File: config.mk
export PLATFORM = sky130hd
export DESIGN_NAME = f36m_mult
export DESIGN_NICKNAME = d
export VERILOG_FILES = /design/src/rtl/f36m_mult.sv
export SDC_FILE = /design/constraint.sdc
export NUM_CORES = 1
export LEC_CHECK = 0
export ABC_CLOCK_PERIOD_IN_PS = 40800
export CAP_MARGIN = 20
export CELL_PAD_IN_SITES_DETAIL_PLACEMENT = 1
export CELL_PAD_IN_SITES_GLOBAL_PLACEMENT = 1
export CORE_ASPECT_RATIO = 1.25
export CORE_MARGIN = 5
export CORE_UTILIZATION = 51
export DETAILED_ROUTE_END_ITERATION = 10
export PLACE_DENSITY_LB_ADDON = 0.2
export SYNTH_ARGS = -nofsm -noshare
export SYNTH_HDL_FRONTEND = slang
export SYNTH_HIERARCHICAL = 1
export SYNTH_SLANG_ARGS = --single-unit
File: constraint.sdc
create_clock -name clk -period 40.8 [get_ports clk]
set_clock_uncertainty 0.05 [all_clocks]
set_input_delay 8.16 -clock clk [delete_from_list [all_inputs] [get_ports clk]]
set_output_delay 8.16 -clock clk [all_outputs]
set_load 0.01 [all_outputs]
File: src/rtl/f36m_mult.sv
// GF(3^{6M}) multiplier, GF(3^{6M}) = GF(3^{3M})[sigma]/(sigma^2+1).
//
// Field tower used throughout (M = 5):
//   GF(3^M)   = GF(3)[y]/(y^5 - y - 2)            (y^5 = y + 2)
//   GF(3^{3M}) = GF(3^M)[rho]/(rho^3 - rho - 1)   (rho^3 = rho + 1)
//   GF(3^{6M}) = GF(3^{3M})[sigma]/(sigma^2 + 1)
// A GF(3) trit is 2 bits (00=0, 01=1, 10=2). A GF(3^M) element is 5 trits,
// trit i = coefficient of y^i. A GF(3^{3M}) element is {e2,e1,e0}, e_i the
// coefficient of rho^i. A GF(3^{6M}) element is {x1,x0} = x0 + x1*sigma.
//
// Modules in this file:
//   gf3_add    one-trit adder (per-trit lane cell)
//   f33m_add   GF(3^{3M}) add,      ports a, b -> c
//   f33m_sub   GF(3^{3M}) subtract, ports a, b -> c = a - b
//   f33m_mult  GF(3^{3M}) sequential multiplier
//              clk, reset (sync, high, doubles as start), a, b -> c, done
//   f36m_mult  top: clk, reset (sync, high, start), a, b -> c, done

`ifndef F36M_WIDTHS
`define F36M_WIDTHS
`define F3M 5
`define W3 (2*3*`F3M-1)
`define W6 (2*(`W3+1)-1)
`endif

module gf3_add (
  input  logic [1:0] a,
  input  logic [1:0] b,
  output logic [1:0] c
);
  logic [2:0] s;
  assign s = {1'b0, a} + {1'b0, b};
  assign c = (s >= 3'd3) ? 2'(s - 3'd3) : s[1:0];
endmodule

module f33m_add (
  input  logic [`W3:0] a,
  input  logic [`W3:0] b,
  output logic [`W3:0] c
);
  localparam int NUM_TRITS = (`W3 + 1) / 2;
  for (genvar i = 0; i < NUM_TRITS; i++) begin : g_trit
    gf3_add u_add (.a(a[2*i +: 2]), .b(b[2*i +: 2]), .c(c[2*i +: 2]));
  end
endmodule

module f33m_sub (
  input  logic [`W3:0] a,
  input  logic [`W3:0] b,
  output logic [`W3:0] c
);
  localparam int NUM_TRITS = (`W3 + 1) / 2;
  for (genvar i = 0; i < NUM_TRITS; i++) begin : g_trit
    // -b in this encoding is a bit swap: 01 <-> 10, 00 stays 00.
    gf3_add u_add (.a(a[2*i +: 2]), .b({b[2*i], b[2*i+1]}), .c(c[2*i +: 2]));
  end
endmodule

// Horner over rho: acc = acc*rho + a_k*b for k = 2,1,0, one digit per cycle.
// done rises on the 3rd edge after reset is released and holds until reset.
module f33m_mult (
  input  logic        clk,
  input  logic        reset,
  input  logic [`W3:0] a,
  input  logic [`W3:0] b,
  output logic [`W3:0] c,
  output logic        done
);
  localparam int TW = (`W3 + 1) / 3;  // bits per GF(3^M) coefficient
  localparam int MT = TW / 2;         // trits per GF(3^M) coefficient
  typedef logic [TW-1:0] fm_t;

  function automatic logic [1:0] t_add(input logic [1:0] x, input logic [1:0] y);
    logic [2:0] s;
    s = {1'b0, x} + {1'b0, y};
    return (s >= 3'd3) ? 2'(s - 3'd3) : s[1:0];
  endfunction

  function automatic logic [1:0] t_mul(input logic [1:0] x, input logic [1:0] y);
    logic [1:0] r;
    case (x)
      2'd1:    r = y;
      2'd2:    r = {y[0], y[1]};
      default: r = 2'd0;
    endcase
    return r;
  endfunction

  function automatic fm_t fm_add(input fm_t x, input fm_t y);
    fm_t r;
    for (int j = 0; j < MT; j++) r[2*j +: 2] = t_add(x[2*j +: 2], y[2*j +: 2]);
    return r;
  endfunction

  // Horner over y inside GF(3^M); the trit pushed past y^4 folds back as y + 2.
  function automatic fm_t fm_mul(input fm_t x, input fm_t y);
    fm_t r, sh, sc;
    r = '0;
    for (int i = MT - 1; i >= 0; i--) begin
      sh       = {r[TW-3:0], 2'b00};
      sh[1:0]  = t_mul(2'd2, r[TW-1 -: 2]);
      sh[3:2]  = t_add(sh[3:2], r[TW-1 -: 2]);
      for (int j = 0; j < MT; j++) sc[2*j +: 2] = t_mul(x[2*i +: 2], y[2*j +: 2]);
      r = fm_add(sh, sc);
    end
    return r;
  endfunction

  fm_t [2:0] av, bv, acc, nxt;
  fm_t       a_dig;
  logic [1:0] cnt;

  assign av = a;
  assign bv = b;
  assign c  = acc;

  always_comb begin
    case (cnt)
      2'd0:    a_dig = av[2];
      2'd1:    a_dig = av[1];
      default: a_dig = av[0];
    endcase
    // acc*rho with rho^3 = rho + 1
    nxt[0] = acc[2];
    nxt[1] = fm_add(acc[0], acc[2]);
    nxt[2] = acc[1];
    for (int k = 0; k < 3; k++) nxt[k] = fm_add(nxt[k], fm_mul(a_dig, bv[k]));
  end

  always_ff @(posedge clk) begin
    if (reset) begin
      acc  <= '0;
      cnt  <= 2'd0;
      done <= 1'b0;
    end else if (!done) begin
      acc <= nxt;
      cnt <= cnt + 2'd1;
      if (cnt == 2'd2) done <= 1'b1;
    end
  end
endmodule

// Karatsuba with one shared f33m_mult:
//   t0 = a0*b0, t1 = a1*b1, t2 = (a0+a1)*(b0+b1)
//   c0 = t0 - t1 (sigma^2 = -1), c1 = t2 - t0 - t1
module f36m_mult (
  input  logic        clk,
  input  logic        reset,
  input  logic [`W6:0] a,
  input  logic [`W6:0] b,
  output logic [`W6:0] c,
  output logic        done
);
  typedef enum logic [2:0] {ISS0, WT0, ISS1, WT1, ISS2, WT2, FIN, DONE} state_t;

  state_t      state, state_nxt;
  logic [`W3:0] a0, a1, b0, b1, asum, bsum;
  logic [`W3:0] min0, min1, mout;
  logic [`W3:0] t0, t1, t2, c0_nxt, c1_tmp, c1_nxt;
  logic        mreset, mdone;
  logic [1:0]  sel;
  logic        cap0, cap1, cap2;

  assign {a1, a0} = a;
  assign {b1, b0} = b;

  f33m_add u_asum (.a(a0), .b(a1), .c(asum));
  f33m_add u_bsum (.a(b0), .b(b1), .c(bsum));

  // sel is a pure function of state, so it holds for the whole sub-multiply.
  always_comb begin
    case (sel)
      2'd1:    begin min0 = a1;   min1 = b1;   end
      2'd2:    begin min0 = asum; min1 = bsum; end
      default: begin min0 = a0;   min1 = b0;   end
    endcase
  end

  f33m_mult u_mult (
    .clk  (clk),
    .reset(mreset),
    .a    (min0),
    .b    (min1),
    .c    (mout),
    .done (mdone)
  );

  f33m_sub u_c0  (.a(t0),     .b(t1), .c(c0_nxt));
  f33m_sub u_c1a (.a(t2),     .b(t0), .c(c1_tmp));
  f33m_sub u_c1b (.a(c1_tmp), .b(t1), .c(c1_nxt));

  // mdone is only looked at in WTk: in ISSk it may still be high from the
  // previous product, but the ISS edge resets the multiplier and clears it.
  always_comb begin
    state_nxt = state;
    mreset    = 1'b0;
    sel       = 2'd0;
    cap0      = 1'b0;
    cap1      = 1'b0;
    cap2      = 1'b0;
    case (state)
      ISS0: begin mreset = 1'b1; state_nxt = WT0; end
      WT0:  if (mdone) begin cap0 = 1'b1; state_nxt = ISS1; end
      ISS1: begin mreset = 1'b1; sel = 2'd1; state_nxt = WT1; end
      WT1:  begin
        sel = 2'd1;
        if (mdone) begin cap1 = 1'b1; state_nxt = ISS2; end
      end
      ISS2: begin mreset = 1'b1; sel = 2'd2; state_nxt = WT2; end
      WT2:  begin
        sel = 2'd2;
        if (mdone) begin cap2 = 1'b1; state_nxt = FIN; end
      end
      FIN:  state_nxt = DONE;
      DONE: mreset = 1'b1;
      default: state_nxt = ISS0;
    endcase
    if (reset) begin
      state_nxt = ISS0;
      mreset    = 1'b1;
      cap0      = 1'b0;
      cap1      = 1'b0;
      cap2      = 1'b0;
    end
  end

  always_ff @(posedge clk) begin
    state <= state_nxt;
    if (cap0) t0 <= mout;
    if (cap1) t1 <= mout;
    if (cap2) t2 <= mout;
    if (reset) begin
      c    <= '0;
      done <= 1'b0;
    end else if (state == FIN) begin
      c    <= {c1_nxt, c0_nxt};
      done <= 1'b1;
    end
  end
endmodule

==> metrics.md, run 1 <==
| Metric | Value |
|---|---|
| Clock Latency Late Sink | 0.45 ns |
| Min-Delay Path Class | reg2reg |
| Sequential share of the synthesized area | 0.190 |
| # port buffers | 182 |
| Stages on worst setup path | 51 |
| Buffer and inverter count on the worst path | 7 |
| Post-placement cell area | 0.0269 mm^2 |
| CP delay by family, top | adder cells |
| Area grow syn2layout | 12.3% |
| Met3 Resource Use GR | 0.0243 |
| Top cells by count, synth | inv_1, ha_1, nor2_1 |
| CP arrival | 20.35 ns |
| Worst r2r src | state[1] |
| Post-synth EDFFs | 90 |
| IO Pins | 183 |
| Area contributors post-synth | ha_1, fa_1, edfxtp_1 |
| Placed instance count | 3470 |
| Critical path class | in2reg |
| Via density per instance | 6.00 |
| FF+latch count, synth | 187 |
| Reg clk slew, reported paths | 0.07 ns |
| Reg2Reg Depth | 45 |
| Cell area after synthesis | 0.0245 mm^2 |
| Final setup fails | 0 |
| Final hold violation count | 0 |
| Core Region | 0.0473 mm^2 |
| Vias in the first global route | 23500 |
| Crit-path max cell delay | 0.57 ns |
| Nets | 3492 |
| Hold Path Origin | c[39] |
| Resize count post-CTS | 0 |
| Worst Max-Slew Pin Slew | 0.985 ns |
| Critical path's slowest cell | fa_1 |
| Post-synthesis cell type count | 56 |
| # diodes | 0 |
| Hold Path End | c[39] |
| CTS Buf Count | 17 |
| Die Width | 206 um |
| CP dominant cell by count | ha_1 |
| Via count | 21000 |
| Initial core utilization | 0.517 |
| Crit path required time | 41.11 ns |
| Cell taking the most area after synthesis | ha_1 |
| Postcts setup bufs | 0 |
| Final instance area | 0.0275 mm^2 |
| Final ANT Viol Nets | 0 |
| Status | finished clean |
| Max H-tree Level | 4 |
| Rel. slew slack | 0.343 |
| Gr usage total | 0.259 |
| First-pass GRT wire length | 113000 um |
| Gpl congestion | 0.837 |
| Largest net degree at the start of global routing | 77 |
| Max Slew Vio Count | 0 |
| WL/cell | 19.6 um |
| Post-DP HPWL | 54100 um |
| CTS Buffer Depth | 2 |
| Most frequent cell after synthesis | inv_1 |
| First-pass DRT Iterations | 5 |
| Achievable frequency | 49.9 MHz |
| RSZ-0062 raised after global routing | false |
| Yosys Warn Count | 6 |
| Worst hold path cell count | 2 |
| Critical Path Source Type | primary input |
| Top FF cell, synth | dfxtp_1 |
| Max-Cap Viols | 0 |
| Syn_nets | 3373 |
| Synth async-reset ratio | 0 |
| Crit-path max FO | 14 |
| Clock sink count | 187 |
| Period utilisation layout | 0.491 |
| Initial antenna violation count | 0 |
| Ratio of cells with drive above 1 in the final layout | 0.0642 |
| Yosys top cell area share | 0.178 |
| Die Ht | 255 um |
| Avg Synthesized Cell Area | 8.95 um^2 |
| FF-to-FF setup slack | 28.10 ns |
| GRT overflow | 0 |
| GRT Max-Usage Layer | met2 |
| Syn Inst Count | 2735 |
| Worst reg2reg endpoint | u_mult/c[17] |
| Fin Setup TNS | 0 ns |
| Met2 layer usage reported by global route | 0.517 |
| Layout Cells excl Fill | 3504 |
| Met1 global-route usage | 0.282 |
| Rows | 89 |
| Clock tree from TritonCTS | yes |
| Die area | 0.0525 mm^2 |
| CTS Hold Bufs | 0 |
| DRT iter0 DRCs | 871 |
| Final routed DRC violation total | 0 |
| Final WL | 68500 um |
| Crit end category | flip-flop |
| Period minus WS final | 20.04 ns |
| Fill cells | 5459 |
| Root Buffer | clkbuf_16 |
worst register-to-register path, delay by kind of cell (launching register included):
kind	cells	cell delay, ns
buffers and inverters	5	1.07
and+or+nand+nor	10	3.03
AOI/OAI and AO/OA	11	1.93
DFF	1	0.53
adders and majority gates	19	6.02
registers in the layout, indices dropped and copies added, names as in the netlist:
name,flops
c,60
t0,30
t1,30
t2,30
u_mult/c,30
state,3
u_mult/cnt,2
done,1
u_mult/done,1
kinds of logic (layout without fill, tap and decap cells):
family          Yosys count  after routing  synth area share
buf+inv                 504            636            0.0822
flops                   187            187             0.190
mux                      65             65            0.0267
simple gates            812            812             0.206
xor+xnor                  1              1          0.000358
fa+ha+maj               516            516             0.315
compound gates          650            650             0.180
layer usage:
layer	vias up	part of all wire
met1	10600	0.39
met5	-	0
met4	0	0.030
met3	129	0.025
met2	384	0.56
li1	9921	-
cells in the final DEF (no fill, tap or decap), types with 21 or more instances in the layout:
| master | synthesis | final |
|---|---|---|
| nor3b_2 | 74 | 74 |
| a22oi_1 | 196 | 196 |
| o21a_1 | 103 | 103 |
| dfxtp_1 | 97 | 97 |
| nand2_1 | 76 | 76 |
| o21ai_0 | 114 | 114 |
| inv_1 | 367 | 367 |
| nand3b_1 | 125 | 125 |
| mux2i_1 | 63 | 63 |
| nor3_1 | 84 | 84 |
| o32a_1 | 38 | 38 |
| nor2_1 | 197 | 197 |
| nor2b_1 | 26 | 26 |
| a21oi_1 | 122 | 122 |
| nand2b_1 | 137 | 137 |
| edfxtp_1 | 90 | 90 |
| fa_1 | 167 | 167 |
| or3_1 | 21 | 21 |
| clkdlybuf4s50_1 | 0 | 181 |
| ha_1 | 349 | 347 |
| buf_4 | 0 | 52 |
how the worst max path moves through the flow:
| stage | startpoint | endpoint | slack (ns) |
|---|---|---|---|
| 2_1_floorplan | a[18] | u_mult/c[4] | 22.08 |
| 3_3_place_gp | a[48] | u_mult/c[17] | 20.83 |
| 3_5_place_dp | a[48] | u_mult/c[17] | 20.30 |
| 4_1_cts | a[48] | u_mult/c[14] | 20.79 |
| 5_1_grt | a[48] | u_mult/c[14] | 19.93 |
| 6_report | a[48] | u_mult/c[17] | 20.76 |
area by class of cell:
class	instances	area [um^2]	area share
Inverter	367	1380	0.0501
Clock inverter	6	65.1	0.00237
Timing Repair Buffer	237	2240	0.0817
Clock buffer	26	489	0.0178
Multi-Input combinational cell	2044	17900	0.650
Tap cell	637	797	0.0290
Sequential cell	187	4640	0.169
metrics by stage:
stage | hold WS [ns] | utilization | worst slack [ns]
2_1_floorplan | 0.393 | - | 22.08
3_3_place_gp | 0.407 | 0.568 | 20.83
3_5_place_dp | 0.418 | 0.568 | 20.30
4_1_cts | 0.433 | 0.580 | 20.79
5_1_grt | 0.456 | 0.580 | 19.93
6_report | 0.424 | 0.580 | 20.76
Power of run 1 is left out: the tool's default activity adds up to more than one toggle a clock period on the data nets, which glitch-free logic cannot reach.
==> run 2: changes to the inputs <==
ABC_CLOCK_PERIOD_IN_PS = 19000   (was 40800)
CORE_UTILIZATION = 47   (was 51)
clock period = 19 ns   (was 40.8 ns; I/O delays follow)
==> run 2 against run 1 <==
Compared with the run above:
- die area is 8.1% higher
- setup slack worse by 18 ns
- worst hold slack better by 0.00082 ns
- sequential share of layout area hardly changed
- largest cell class unchanged
==> metrics.md, run 2 (synthesized netlist as in run 1, its figures left out) <==
| Metric | Value |
|---|---|
| Final WL | 65200 um |
| Min-Delay Path Class | reg2reg |
| Crit end category | flip-flop |
| Gpl congestion | 0.831 |
| Vias in the first global route | 23300 |
| Final routed DRC violation total | 0 |
| Post-DP HPWL | 52000 um |
| Fill cells | 5952 |
| Final setup fails | 0 |
| Via density per instance | 5.83 |
| IO Pins | 183 |
| Max Slew Vio Count | 0 |
| CTS Buf Count | 17 |
| Critical path's slowest cell | or4b_1 |
| Clock tree from TritonCTS | yes |
| Area grow syn2layout | 12.2% |
| Top reg by flops | c |
| Initial core utilization | 0.475 |
| # port buffers | 182 |
| Final Util | 0.533 |
| CP dominant cell by count | ha_1 |
| Period utilisation layout | 0.843 |
| Root Buffer | clkbuf_16 |
| Reg clk slew, reported paths | 0.07 ns |
| First-pass GRT wire length | 109000 um |
| Die area | 0.0568 mm^2 |
| Reg area | 0.00464 mm^2 |
| Clock sink count | 187 |
| Period minus WS final | 16.01 ns |
| Postcts setup bufs | 0 |
| Nets | 3486 |
| Worst Max-Slew Pin Slew | 1.14 ns |
| Crit-path max cell delay | 0.56 ns |
| Max H-tree Level | 4 |
| Commonest non-fill, non-tap cells in the layout | inv_1, ha_1, nor2_1 |
| WHS | 0.425 ns |
| Setup ws final | 2.99 ns |
| Final ANT Viol Nets | 0 |
| Pre-CTS WS | 2.36 ns |
| Final hold violation count | 0 |
| Critical Path Source Type | primary input |
| Crit path required time | 19.29 ns |
| CP arrival | 16.30 ns |
| CTS Buffer Depth | 2 |
| Fin Setup TNS | 0 ns |
| WL/cell | 18.5 um |
| Resize count post-CTS | 0 |
| Commonest non-fill, non-tap cell in the layout | inv_1 |
| Clock Latency Late Sink | 0.44 ns |
| Buffer and inverter count on the worst path | 5 |
| # diodes | 0 |
| Achievable frequency | 62.5 MHz |
| Max FFs per register | 60 |
| Max-Cap Viols | 0 |
| Die Width | 214 um |
| Gr usage total | 0.225 |
| Status | finished clean |
| Ratio of cells with drive above 1 in the final layout | 0.0636 |
| Die Ht | 265 um |
| CTS Hold Bufs | 0 |
| First-pass DRT Iterations | 5 |
| Via count | 20600 |
| Rows | 93 |
| Largest net degree at the start of global routing | 122 |
| CP delay by family, top | adder cells |
| Rel. slew slack | 0.238 |
| Core Region | 0.0515 mm^2 |
| Initial antenna violation count | 0 |
| RSZ-0062 raised after global routing | false |
| DRT iter0 DRCs | 818 |
| Critical path class | in2reg |
| Multi-input logic area | 0.0179 mm^2 |
| Crit-path max FO | 14 |
| GRT overflow | 0 |
-- run 2: worst min-delay path, delay by kind of cell, from the launching register on --
| kind | cells | cell delay, ns |
|---|---|---|
| simple gates | 1 | 0.06 |
| flops | 1 | 0.31 |
| mux | 1 | 0.06 |
-- run 2: cell type report --
cell class | instances | area share
clock buffers | 22 | 0.0173
clock inverters | 10 | 0.00328
inverters | 367 | 0.0502
multi-input cells | 2044 | 0.650
flip-flops and latches | 187 | 0.169
well taps | 665 | 0.0303
repair buffers | 231 | 0.0798
-- run 2: path summary, 6_finish.rpt --
kind	end	slack (ns)	cells past startpoint	start
max	u_mult/c[2]	2.99	49	a[48]
min	c[35]	0.43	2	c[35]
max reg2reg	u_mult/c[2]	6.35	45	state[1]
min reg2reg	c[35]	0.43	2	c[35]
-- run 2: metal layers --
metal	GRT usage	up-vias	share of wire
li1	-	9899	-
met1	0.243	10300	0.40
met5	0	-	0
met2	0.458	276	0.56
met4	0.0714	0	0.026
met3	0.0199	94	0.019
-- run 2: per-stage QoR --
stage               cells  cell area [um^2]
floorplan            2735             24500
global placement     3491             26900
detailed placement   3492             26900
CTS                  3524             27400
global route         3526             27500
finish               3526             27500
Power of run 2 is left out for the same reason.
==> run 3: changes to the inputs <==
ABC_CLOCK_PERIOD_IN_PS = 16500   (was 19000)
clock period = 16.5 ns   (was 19 ns; I/O delays follow)
==> run 3 against run 2 <==
Compared with the run above:
- clock-buffer cell count is 2 lower
- global-route usage is 0.065 points lower
- setup slack worse by 1.9 ns
- sequential share of layout area hardly changed
- final area is 0.24% higher
- wire length is 0.73% lower
- cell count hardly changed
==> metrics.md, run 3 (synthesized netlist as in run 1, its figures left out) <==
| Metric | Value |
|---|---|
| Multi-input logic area | 0.0179 mm^2 |
| Worst hold path cell count | 2 |
| Critical path's slowest cell | nor2b_1 |
| Fin Setup TNS | 0 ns |
| Gr usage total | 0.224 |
| CP arrival | 15.73 ns |
| Rel. slew slack | 0.284 |
| Final WL | 64800 um |
| Clock Latency Late Sink | 0.45 ns |
| Core Region | 0.0515 mm^2 |
| Resize count post-CTS | 0 |
| Root Buffer | clkbuf_16 |
| Crit-path max FO | 14 |
| Final ANT Viol Nets | 0 |
| Worst r2r src | state[1] |
| CTS Buf Count | 17 |
| Clock tree from TritonCTS | yes |
| Crit path required time | 16.80 ns |
| Area grow syn2layout | 12.5% |
| WL/cell | 18.4 um |
| # port buffers | 182 |
| GRT overflow | 0 |
| Reg2Reg Depth | 46 |
| Crit end category | flip-flop |
| First-pass GRT wire length | 109000 um |
| Final hold violation count | 0 |
| Via density per instance | 5.88 |
| Period minus WS final | 15.43 ns |
| CTS Buffer Depth | 2 |
| Postcts setup bufs | 0 |
| Die Width | 214 um |
| Final instance area | 0.0275 mm^2 |
| Achievable frequency | 64.8 MHz |
| Critical Path Source Type | primary input |
| Commonest non-fill, non-tap cell in the layout | inv_1 |
| Hold Path Origin | c[59] |
| Min-Delay Path Class | reg2reg |
| Status | finished clean |
| Initial core utilization | 0.475 |
| Largest net degree at the start of global routing | 122 |
| Reg clk slew, reported paths | 0.07 ns |
| Clock sink count | 187 |
| Die Ht | 265 um |
| CTS Hold Bufs | 0 |
| Period utilisation layout | 0.935 |
| # diodes | 0 |
| RSZ-0062 raised after global routing | false |
| FF-to-FF setup slack | 3.67 ns |
| Max FFs per register | 60 |
| Max-Cap Viols | 0 |
| Final setup fails | 0 |
| Reg area | 0.00464 mm^2 |
| CP dominant cell by count | ha_1 |
| Final routed DRC violation total | 0 |
| IO Pins | 183 |
| Fill cells | 6027 |
| Crit-path max cell delay | 0.60 ns |
| Nets | 3485 |
| Via count | 20700 |
| Post-DP HPWL | 52300 um |
| DRT iter0 DRCs | 754 |
| Worst Max-Slew Pin Slew | 1.07 ns |
| First-pass DRT Iterations | 5 |
| Ratio of cells with drive above 1 in the final layout | 0.0640 |
| Commonest non-fill, non-tap cells in the layout | inv_1, ha_1, nor2_1 |
| Top reg by flops | c |
| Rows | 93 |
| Critical path class | in2reg |
| Hold Path End | c[59] |
| Initial antenna violation count | 0 |
| Gpl congestion | 0.845 |
| Max Slew Vio Count | 0 |
| Die area | 0.0568 mm^2 |
| Post-placement cell area | 0.0269 mm^2 |
| Max H-tree Level | 4 |
| Final Util | 0.534 |
| Vias in the first global route | 23100 |
| Worst reg2reg endpoint | u_mult/c[17] |
-- run 3: cell count changes in the layout (fill, tap and decap cells not counted), moves of 2 or more --
cell / delta
clkinvlp_4: -2
inv_6: +2
bufinv_16: +2
buf_4: -2
clkinv_4: +2
clkbuf_1: -2
-- run 3: cell type report --
| class | count | area share |
|---|---|---|
| clock buffer | 20 | 0.0170 |
| clock inverter | 12 | 0.00577 |
| inverter | 367 | 0.0500 |
| multi-input combinational | 2044 | 0.649 |
| sequential | 187 | 0.169 |
| tap | 665 | 0.0302 |
| timing repair buffer | 230 | 0.0797 |
-- run 3: critical path: cells and delay by family --
family	cells	cell delay [ns]
and+or+nand+nor	11	2.89
adders and majority gates	22	6.46
AOI/OAI and AO/OA	13	2.08
buffers and inverters	6	0.98
-- run 3: routing by layer --
layer,wire length (um),vias to the layer above,GRT usage
li1,-,9903,-
met4,1230,0,0.0604
met2,36500,263,0.466
met5,0,-,0
met3,1160,72,0.0172
met1,25800,10500,0.240
-- run 3: through the flow --
| stage | hold WS [ns] | std cells | worst slack [ns] |
|---|---|---|---|
| 2_1_floorplan | 0.393 | 2735 | 2.64 |
| 3_3_place_gp | 0.403 | 3491 | 1.15 |
| 3_5_place_dp | 0.415 | 3492 | 0.612 |
| 4_1_cts | 0.430 | 3524 | 1.08 |
| 5_1_grt | 0.445 | 3525 | 0.260 |
| 6_report | 0.423 | 3525 | 1.07 |
-- run 3: how the worst max path moves through the flow --
| stage | from | to | slack (ns) | cells after the start |
|---|---|---|---|---|
| floorplan | a[18] | u_mult/c[4] | 2.64 | 50 |
| global placement | a[48] | u_mult/c[16] | 1.15 | 52 |
| detailed placement | a[18] | u_mult/c[17] | 0.61 | 52 |
| CTS | a[18] | u_mult/c[17] | 1.08 | 52 |
| global route | a[18] | u_mult/c[17] | 0.26 | 52 |
| finish | a[18] | u_mult/c[17] | 1.07 | 52 |
Power of run 3 is left out for the same reason.
